### config.mk
export PLATFORM = sky130hd
export DESIGN_NAME = mul_arb_2port
export DESIGN_NICKNAME = d
export VERILOG_FILES = /design/src/rtl/mul_arb_2port.sv
export SDC_FILE = /design/constraint.sdc
export NUM_CORES = 1
export LEC_CHECK = 0
export ABC_AREA = 1
export CORE_MARGIN = 10
export CORE_UTILIZATION = 39
export CTS_BUF_LIST = sky130_fd_sc_hd__clkbuf_8
export DETAILED_ROUTE_END_ITERATION = 7
export HOLD_SLACK_MARGIN = 0.06
export PLACE_DENSITY = 0.83
export SYNTH_ARGS = -nofsm -noshare
export SYNTH_HDL_FRONTEND = slang
export SYNTH_SLANG_ARGS = --single-unit
### constraint.sdc
create_clock -name clk -period 1.7 [get_ports clk]
set_clock_uncertainty 0.15 [all_clocks]
set_input_delay 0.51 -clock clk [delete_from_list [all_inputs] [get_ports clk]]
set_output_delay 0.51 -clock clk [all_outputs]
set_load 0.01 [all_outputs]
### src/rtl/mul_arb_2port.sv
// Round-robin arbiter sharing one external 32x32 multiplier between two val/rdy requesters.
// Optional performance counters are enabled with `define MUL_ARB_PERF_EN.
module mul_arb_2port #(
  parameter int unsigned MUL_LAT = 1
) (
  input  logic        clk,
  input  logic        reset,
  input  logic [1:0]  req_val,
  output logic [1:0]  req_rdy,
  input  logic [31:0] req_in0_0,
  input  logic [31:0] req_in1_0,
  input  logic [31:0] req_in0_1,
  input  logic [31:0] req_in1_1,
  output logic [1:0]  resp_val,
  input  logic [1:0]  resp_rdy,
  output logic [31:0] resp_prod,
  output logic [31:0] mul_in0,
  output logic [31:0] mul_in1,
  input  logic [31:0] mul_prod
`ifdef MUL_ARB_PERF_EN
  ,
  output logic [31:0] perf_cnt0,
  output logic [31:0] perf_cnt1,
  output logic [31:0] perf_stall
`endif
);

  localparam int unsigned CNT_W = 4;
  localparam int unsigned DW    = 32;

  typedef enum logic [1:0] {IDLE, CALC, RESP} state_e;

  state_e           state_q;
  logic             prio_q;
  logic             owner_q;
  logic [DW-1:0]    op0_q;
  logic [DW-1:0]    op1_q;
  logic [DW-1:0]    res_q;
  logic [CNT_W-1:0] cnt_q;

  logic          gnt;
  logic          fire;
  logic          resp_done;
  logic [DW-1:0] gnt_in0;
  logic [DW-1:0] gnt_in1;

  // Grant: lone requester wins, otherwise the prio holder wins
  always_comb begin
    gnt     = (req_val == 2'b11) ? prio_q : req_val[1];
    req_rdy = 2'b00;
    if (reset && (state_q == IDLE) && (|req_val)) begin
      req_rdy = gnt ? 2'b10 : 2'b01;
    end
    fire      = |(req_val & req_rdy);
    gnt_in0   = gnt ? req_in0_1 : req_in0_0;
    gnt_in1   = gnt ? req_in1_1 : req_in1_0;
    resp_val  = 2'b00;
    if (state_q == RESP) begin
      resp_val = owner_q ? 2'b10 : 2'b01;
    end
    resp_done = (state_q == RESP) && resp_rdy[owner_q];
  end

  assign mul_in0   = op0_q;
  assign mul_in1   = op1_q;
  assign resp_prod = res_q;

  always_ff @(posedge clk) begin
    if (!reset) begin
      state_q <= IDLE;
      prio_q  <= 1'b0;
      owner_q <= 1'b0;
      op0_q   <= '0;
      op1_q   <= '0;
      res_q   <= '0;
      cnt_q   <= '0;
    end else begin
      case (state_q)
        IDLE: begin
          if (fire) begin
            op0_q   <= gnt_in0;
            op1_q   <= gnt_in1;
            owner_q <= gnt;
            cnt_q   <= CNT_W'(MUL_LAT - 1);
            state_q <= CALC;
          end
        end
        CALC: begin
          if (cnt_q != '0) begin
            cnt_q <= cnt_q - CNT_W'(1);
          end else begin
            res_q   <= mul_prod;
            state_q <= RESP;
          end
        end
        RESP: begin
          if (resp_done) begin
            prio_q  <= ~owner_q;
            state_q <= IDLE;
          end
        end
        default: state_q <= IDLE;
      endcase
    end
  end

`ifdef MUL_ARB_PERF_EN
  logic [DW-1:0] perf_cnt0_q;
  logic [DW-1:0] perf_cnt1_q;
  logic [DW-1:0] perf_stall_q;

  // Completed handshakes per port and backpressured RESP cycles; all wrap
  always_ff @(posedge clk) begin
    if (!reset) begin
      perf_cnt0_q  <= '0;
      perf_cnt1_q  <= '0;
      perf_stall_q <= '0;
    end else begin
      if (resp_done && !owner_q) perf_cnt0_q <= perf_cnt0_q + DW'(1);
      if (resp_done && owner_q)  perf_cnt1_q <= perf_cnt1_q + DW'(1);
      if ((state_q == RESP) && !resp_done) perf_stall_q <= perf_stall_q + DW'(1);
    end
  end

  assign perf_cnt0  = perf_cnt0_q;
  assign perf_cnt1  = perf_cnt1_q;
  assign perf_stall = perf_stall_q;
`endif

endmodule

==> impl_metrics.toml <==
[global_route]
overflow = 0
track_usage_pct = 19.9
grt_max_degree = 60
first_global_vias = 4837
grt_pass1_wl_mm = 26.1
grt_antenna_before_repair = 0

[yosys]
synthArstFlopShare_pct = 0
yosysSeqAreaShare_pct = 46.6
synth.cell_area_mm2 = 0.00447
yosysTopAreaCellShare_pct = 46.6
synth_fa_ha_area_share_pct = 0.560
synth_flop_cell = "dfxtp_1"
yosysMostFrequentCell = "nand2_1"
muxShareOfSynthArea_pct = 0
ys_top_cells_by_area = "dfxtp_1, nand2_1, a21oi_1"
ys_types = 20
synthTopCellsByCount = "nand2_1, dfxtp_1, nor2_1"
synth-compound-area-share_pct = 11.4
syn_nets = 843
synth_edf_count = 0
yosysWarnings = 0
synthSimpleGateAreaFrac_pct = 35.3
synth_top_family_by_area = "simple AND/OR/NAND/NOR gates"
avgSynthCellArea_um2 = 6.62
synth_cells = 675
synthXorXnorAreaFrac_pct = 0.196
yosys_register_bits = 104
yosysTopAreaCell = "dfxtp_1"

[clock_network]
clockBufferDepth = 2
clock_latency_ns = 0.37
cts_inserted_buffers = 9
cts-htree-levels = 3
cts-root-buf = "clkbuf_8"
clkTransAtPathRegs_ns = 0.11
cts_sinks = 104
cts_tree = "built"

[place]
dp_slack_ns = -0.954
gp_congestion = 0.801
dp.cells = 1065
dp_hpwl_mm = 12.8
io_buffers = 265

[critical_path]
critPathTopFamily = "buffers and inverters"
cp-start-kind = "input port"
worstPathCellList = "clkdlybuf4s15_2 -> inv_2 -> buf_4 -> a21oi_4 -> nor2_4 -> buf_6"
arrival_ns = 1.21
path_buf_inv = 4
path_class = "in2out"
slowest_delay_ns = 0.19
cp_slowest_cell = "clkdlybuf4s15_2"
cp.depth = 6
critPathCaptureType = "output pin"
reg2regPathDepth = 8
path_max_fanout = 2
critical_path_required_ns = 1.04

[floorplan]
row_count = 39
io_pins = 266
die_h_um = 127
initial_utilization_pct = 39.5
fp.dieArea_mm2 = 0.0161
dieWidth_um = 127
core_area_mm2 = 0.0113

[pwr]
ir_drop_mv = 0.513
p_leak_nw = 3.59
power_density_mw_per_mm2 = 847
total_power_w = 0.00651

[layout]
num-nets-final = 1109
drive_gt1_share_pct = 9.51
antenna_cells = 0
final_cell_count_no_fill = 1089
areaGrowthSynthToFinish_pct = 71.9

[drt]
vias = 5190
postRouteAntennaNets = 0
drt_wl_total_mm = 18.0
firstDrtPassIters = 4
wire_per_inst_um = 16.5
drcViolationCount = 0
drt-vias-per-instance = 4.77
drtIter0Drc = 318

[sta]
min_period_over_period_pct = 110
tns_ns = -0.483
post-route-min-period_ns = 1.87
slew_headroom_pct = 73.6
rsz0062_at_grt = "yes"
finalHoldViolCount = 0
setup_viol = 4
fmax_ghz = 0.535
fin_ws_ns = -0.170
worst_slew_pin_slew_ns = 0.397
drv_slew = 0

[status]
status = "complete, but fails checks"
violations = "negative setup slack"

[min_path]
hold_path_depth = 2
worst_hold_path_type = "reg2reg"

[flow_run]
drv_cap = 0
## layout by cell type (no fill, tap or decap), drive strengths merged
cell	n
nand2	317
clkdlybuf4s50	162
dfxtp	104
nor2	78
a21oi	62
dlygate4sd2	56
o21ai	36
buf	34
clkdlybuf4s15	32
clkbuf	23
nand3	17
inv	15
bufinv	3
ha	2
xor2	1
o22ai	1
nor3	1
clkinvlp	1
clkinv	1
## through the flow
| step | util (%) | hold WS (ns) | area [um2] |
|---|---|---|---|
| 3_5_place_dp | 64.7 | 0.304 | 7320 |
| 3_3_place_gp | 64.7 | 0.301 | 7320 |
| 4_1_cts | 66.5 | 0.316 | 7530 |
| 2_1_floorplan | - | 0.334 | 4480 |
| 6_report | 67.9 | 0.316 | 7690 |
| 5_1_grt | 67.9 | 0.325 | 7690 |
## what timing repair did
action,4_1_cts,5_1_grt
gates cloned,0,4
gates resized for setup,150,64
pin swaps,3,3
buffers inserted,2,3
hold buffers,0,0
endpoints found under the setup margin,164,107
## state kept, by name (all words and copies together) (netlist names)
register   cells
prio_q         1
mul_in1       32
state_q        2
owner_q        1
cnt_q          4
mul_in0       32
resp_prod     32
## layer usage
layer / track usage, % / wire [um]
met5: 0 / 0
met3: 8.35 / 1850
met1: 22.6 / 7230
met2: 32.6 / 8510
met4: 7.64 / 398
## cells by family after synthesis
group,count (synthesis)
and+or+nand+nor,413
DFF,104
AOI/OAI and AO/OA,99
buffers and inverters,56
adders and majority gates,2
xor gates and xnor gates,1
## worst paths after layout
| check | from | endpoint | slack (ns) |
|---|---|---|---|
| worst max-delay path | req_val[1] | req_rdy[0] | -0.17 |
| worst min-delay path | mul_in1[10]$_SDFFE_PN0P_ | mul_in1[10]$_SDFFE_PN0P_ | 0.32 |
| worst max register to register | state_q[0]$_SDFFE_PN0P_ | mul_in0[29]$_SDFFE_PN0P_ | 0.07 |
| worst min register to register | mul_in1[10]$_SDFFE_PN0P_ | mul_in1[10]$_SDFFE_PN0P_ | 0.32 |
## report_power, final
part,leakage (nW),switching (W),internal [W]
Sequential,0.853,0.000117,0.00267
Combinational,2.61,0.000885,0.000911
Clock,0.123,0.000898,0.00103
Total,3.59,0.00190,0.00461
## layout make-up
type                            instances  area (um2)
Multi-Input combinational cell        515        2180
Inverter                               14        60.1
Clock buffer                           10         138
Clock inverter                          6         115
Tap cell                              143         179
Timing Repair Buffer                  297        2920
Sequential cell                       104        2090
Fill cell                             992        3630
## worst min-delay path: stages, from the launching register on
cell	delay, ns
dfxtp_1	0.32
nand2_1	0.06
a21oi_1	0.05
Note: power is estimated with default switching activity, not from simulation.
